$ cat config.mk
export PLATFORM = sky130hd
export DESIGN_NAME = time_mod_sched
export DESIGN_NICKNAME = d
export VERILOG_FILES = /design/src/rtl/time_mod_sched.sv
export SDC_FILE = /design/constraint.sdc
export NUM_CORES = 1
export LEC_CHECK = 0
export BUFFER_PORTS_ARGS = -buffer_cell sky130_fd_sc_hd__buf_2
export CAP_MARGIN = 20
export CORE_MARGIN = 1.5
export CORE_UTILIZATION = 30
export CTS_CLUSTER_SIZE = 25
export DETAILED_ROUTE_END_ITERATION = 6
export SYNTH_ARGS = -nofsm -noshare
export SYNTH_HDL_FRONTEND = slang
export SYNTH_SLANG_ARGS = --single-unit
$ cat constraint.sdc
create_clock -name clock -period 5.3 [get_ports clock]
set_clock_uncertainty 0.15 [all_clocks]
set_input_delay 0.53 -clock clock [delete_from_list [all_inputs] [get_ports clock]]
set_output_delay 0.53 -clock clock [all_outputs]
set_load 0.02 [all_outputs]
$ cat src/rtl/time_mod_sched.sv
// Sample-rate sequencer for the echo/delay effect. It owns the single-port sample BRAM.
// Each accepted sample is written, the delayed sample is read back, and the two are mixed.
module time_mod_sched #(
  parameter int unsigned ADDR_W = 12,
  parameter int unsigned SHIFT  = 4
) (
  input  logic              clock,
  input  logic              reset,
  input  logic              ready,
  input  logic [17:0]       audio_in,
  input  logic [7:0]        controls,
  input  logic [17:0]       mem_dout,
  output logic [ADDR_W-1:0] mem_addr,
  output logic              mem_we,
  output logic [17:0]       mem_din,
  output logic [17:0]       audio_out,
  output logic              out_valid,
  output logic              busy,
  output logic              overrun
);

  localparam int unsigned DATA_W = 18;
  localparam int unsigned SUM_W  = DATA_W + 1;
  localparam logic [ADDR_W-1:0] FILL_MAX = '1;

  typedef enum logic [1:0] {
    S_IDLE,
    S_WRITE,
    S_READ,
    S_WAIT
  } state_t;

  state_t state, state_nxt;

  logic [DATA_W-1:0] samp, samp_nxt;
  logic              bypass, bypass_nxt;
  logic [ADDR_W-1:0] delay, delay_nxt;
  logic              hist_ok, hist_ok_nxt;
  logic [ADDR_W-1:0] wr_ptr, wr_ptr_nxt;
  logic [ADDR_W-1:0] fill, fill_nxt;

  logic [ADDR_W-1:0] mem_addr_nxt;
  logic              mem_we_nxt;
  logic [DATA_W-1:0] mem_din_nxt;
  logic [DATA_W-1:0] audio_out_nxt;
  logic              out_valid_nxt;
  logic              busy_nxt;
  logic              overrun_nxt;

  logic [ADDR_W-1:0] delay_code;
  logic [DATA_W-1:0] hist_d;
  logic [SUM_W-1:0]  mix_sum;
  logic [DATA_W-1:0] mix;

  // Delay in samples; the parameter constraint keeps it inside the buffer.
  assign delay_code = ADDR_W'(32'(controls[6:0]) << SHIFT);

  // Floor average of current and delayed sample; the 19-bit sum cannot overflow.
  assign hist_d  = hist_ok ? mem_dout : '0;
  assign mix_sum = {samp[DATA_W-1], samp} + {hist_d[DATA_W-1], hist_d};
  assign mix     = (bypass || (delay == '0)) ? samp : mix_sum[SUM_W-1:1];

  always_comb begin
    state_nxt     = state;
    samp_nxt      = samp;
    bypass_nxt    = bypass;
    delay_nxt     = delay;
    hist_ok_nxt   = hist_ok;
    wr_ptr_nxt    = wr_ptr;
    fill_nxt      = fill;
    mem_addr_nxt  = '0;
    mem_we_nxt    = 1'b0;
    mem_din_nxt   = mem_din;
    audio_out_nxt = audio_out;
    out_valid_nxt = 1'b0;
    busy_nxt      = busy;
    overrun_nxt   = overrun;

    case (state)
      S_IDLE: begin
        if (ready) begin
          samp_nxt     = audio_in;
          bypass_nxt   = controls[7];
          delay_nxt    = delay_code;
          mem_we_nxt   = 1'b1;
          mem_addr_nxt = wr_ptr;
          mem_din_nxt  = audio_in;
          busy_nxt     = 1'b1;
          state_nxt    = S_WRITE;
        end
      end
      S_WRITE: begin
        // wr_ptr still holds the address being written this cycle.
        hist_ok_nxt  = (fill >= delay);
        mem_addr_nxt = wr_ptr - delay;
        wr_ptr_nxt   = wr_ptr + ADDR_W'(1);
        fill_nxt     = (fill == FILL_MAX) ? fill : fill + ADDR_W'(1);
        state_nxt    = S_READ;
      end
      S_READ: begin
        state_nxt = S_WAIT;
      end
      S_WAIT: begin
        audio_out_nxt = mix;
        out_valid_nxt = 1'b1;
        busy_nxt      = 1'b0;
        state_nxt     = S_IDLE;
      end
      default: begin
        state_nxt = S_IDLE;
        busy_nxt  = 1'b0;
      end
    endcase

    // A strobe that lands while the sequence is running is lost.
    if (ready && (state != S_IDLE)) begin
      overrun_nxt = 1'b1;
    end
  end

  always_ff @(posedge clock) begin
    if (reset) begin
      state     <= S_IDLE;
      samp      <= '0;
      bypass    <= 1'b0;
      delay     <= '0;
      hist_ok   <= 1'b0;
      wr_ptr    <= '0;
      fill      <= '0;
      mem_addr  <= '0;
      mem_we    <= 1'b0;
      mem_din   <= '0;
      audio_out <= '0;
      out_valid <= 1'b0;
      busy      <= 1'b0;
      overrun   <= 1'b0;
    end else begin
      state     <= state_nxt;
      samp      <= samp_nxt;
      bypass    <= bypass_nxt;
      delay     <= delay_nxt;
      hist_ok   <= hist_ok_nxt;
      wr_ptr    <= wr_ptr_nxt;
      fill      <= fill_nxt;
      mem_addr  <= mem_addr_nxt;
      mem_we    <= mem_we_nxt;
      mem_din   <= mem_din_nxt;
      audio_out <= audio_out_nxt;
      out_valid <= out_valid_nxt;
      busy      <= busy_nxt;
      overrun   <= overrun_nxt;
    end
  end

endmodule

==> metrics.yaml <==
synth:
  ys_types: 60
  syn_avg_cell_area_um2: 8.00
  syn_inst: 627
  ys.flop_type: "dfxtp_1"
  ys_async_sr_fraction_pct: 0
  synth_top_area_share_pct: 34.7
  yosys_warnings: 0
  synth_top_area_cell: "dfxtp_1"
  synth-seq-cells: 87
  ys_seq_area_share_pct: 34.7
  syn_nets: 714
  synthesis.area_mm2: 0.00502
  synth_area_leaders: "dfxtp_1, ha_1, nand2_1, a21oi_1, nor2_1"
  synth_edf_count: 0
worst_setup_path:
  slowest_delay_ns: 0.75
  worstSetupEndpointType: "flop"
  worstPathArrival_ns: 3.13
  cp_cell_sequence: "nand2_1 > fa_1 > nand2b_1 > a21o_1 > a31oi_1 > o21ai_0 > o311ai_0 > a21oi_1"
  reg2regPathDepth: 8
  cpMaxStageDelayCell: "dfxtp_1"
  cp_max_fo: 20
  critPathLaunchType: "flop"
  crit_type: "flop to flop"
  r2r_setup_slack_ns: 2.23
  critPathRequiredTime_ns: 5.37
job:
  cap_viol_max_count: 0
place:
  pre_cts_ws_ns: 2.25
  portBuffers: 98
  dpl.hpwl_mm: 9.69
  gp_congestion: 0.858
  placedCellCount: 919
global_routing:
  antenna_found_initial: 0
  grt_max_degree: 44
  grt_pass1_vias: 4145
  grt_pass1_wl_mm: 21.1
  track_usage_pct: 15.2
  overflow: 0
final_layout:
  n_fill_cell: 1800
  drive_gt1_share_pct: 18.5
  final_cell_mix: "nand2_1, buf_2, dfxtp_1"
  layout.cells.non_filler: 935
  nets: 797
  num_antenna_cells: 0
  layout_commonest_cell: "nand2_1"
  area_growth_pct: 18.5
clock_tree:
  cts_hold_buf: 0
  insertion_delay_ns: 0.35
  cts_root_buffer: "clkbuf_16"
  tritoncts: "built"
  cts_setup_buffers: 0
  clkTransAtPathRegs_ns: 0.07
  cts_max_level: 3
  clk_path_buf_depth: 2
  cts_resized: 0
  cts_made_buffers: 9
  cts.sinks: 87
floorplan:
  rows: 47
  core_mm2: 0.0165
  die_area_mm2: 0.0175
  ioPinCount: 99
  dieHeight_um: 132
  initial_utilization_pct: 30.5
  die_w_um: 132
timing:
  worst_pin_slew_ns: 0.989
  max_freq_mhz: 326
  fin_crit_ns: 3.07
  finalSetupTns_ns: 0
  finalCritPeriodShare_pct: 57.9
  fin_ws_ns: 2.23
  hold_violations: 0
  grt_setup_unrepaired: "no"
  max_slew_margin_pct: 34.1
  setup_viol_count_final: 0
  report.final.slew_viol_count: 0
outcome:
  status: "completed"
routing:
  drc: 0
  postRouteAntennaNets: 0
  route.vias.total: 4452
  drtIter0Drc: 209
  vias_per_cell: 4.76
  first_pass_iters: 4
  wl_mm: 13.0
  drt-wirelength-per-cell_um: 13.9
worst_hold_path:
  hold_class: "input pin to flop"
  worstHoldPathCells: 3
power:
  max-vdd-ir-drop_uv: 185
  cellPowerDensity_mw_per_mm2: 411
  p_leak_nw: 2.56
[cell type report]
class / instances / area (µm²) / area share, %
flip-flops and latches: 87 / 1740 / 29.3
inverters: 24 / 90.1 / 1.52
multi-input cells: 485 / 3020 / 50.7
repair buffers: 103 / 548 / 9.22
well taps: 220 / 275 / 4.63
clock inverters: 7 / 48.8 / 0.821
clock buffers: 9 / 225 / 3.79
[metal layers]
layer  up-vias  track usage (%)  share of wire [%]
li1       2337                -                  -
met1      2017             18.9                 48
met2        84             25.8                 47
met3        14             4.08                3.9
met4         0             4.33                1.5
met5         -                0                  0
[metrics by stage]
step	utilization, %	cell area, µm²	hold slack [ns]	power [W]
after floorplan	-	5020	0.299	0.00159
after global routing	36.1	5950	0.259	0.00263
after global placement	34.3	5640	0.306	0.00185
final	36.1	5950	0.262	0.00244
after CTS	36.1	5950	0.248	0.00249
after detailed placement	34.4	5670	0.306	0.00188
[cell families after synthesis]
| group | after synthesis | share of synthesized area (%) |
|---|---|---|
| and+or+nand+nor | 259 | 23.7 |
| AOI/OAI and AO/OA | 145 | 18.7 |
| DFF | 87 | 34.7 |
| buffers and inverters | 55 | 5.19 |
| adders and majority gates | 40 | 10.3 |
| xor gates and xnor gates | 30 | 5.24 |
| muxes | 11 | 2.24 |
[where the power goes]
group	total [W]	switching, W	internal, W
registers	0.000843	0.0000920	0.000751
logic	0.00101	0.000633	0.000372
clock network	0.000594	0.000276	0.000318
[synthesized netlist by cell type (all sizes together), types with 2 or more instances]
cell type,number
ha,38
mux2i,9
a31o,2
xor2,16
o211ai,2
a31oi,13
o21a,2
o21bai,3
xnor2,14
or3,4
inv,24
and2,25
mux2,2
nor2b,6
o311ai,2
nand3b,4
a211oi,6
a21o,14
nor3,9
and3,4
a2111oi,2
buf,4
dfxtp,87
nand4,8
nand3,15
clkbuf,26
a211o,3
a22oi,3
fa,2
a21oi,61
o21ai,18
nand2,106
nor2,65
a311oi,6
nand2b,5
[critical path: cells and delay by family (launching register included)]
kind            cells  cell delay (ns)
compound gates      5             1.18
simple gates        2             0.40
flops               1             0.75
fa+ha+maj           1             0.45
[registers in the layout, indices dropped and copies added, names as in the netlist]
name and cells:
overrun 1, samp 18, mem_addr 12, state 2, fill 12, busy 1, delay 7, mem_we 1
audio_out 18, bypass 1, wr_ptr 12, hist_ok 1, out_valid 1
[final timing paths]
check,to,from
setup / recovery,audio_out[17],hist_ok
hold / removal,samp[7],audio_in[7]
setup reg to reg,audio_out[17],hist_ok
hold reg to reg,overrun,overrun
No activity file was read; power rests on OpenSTA's default activity.
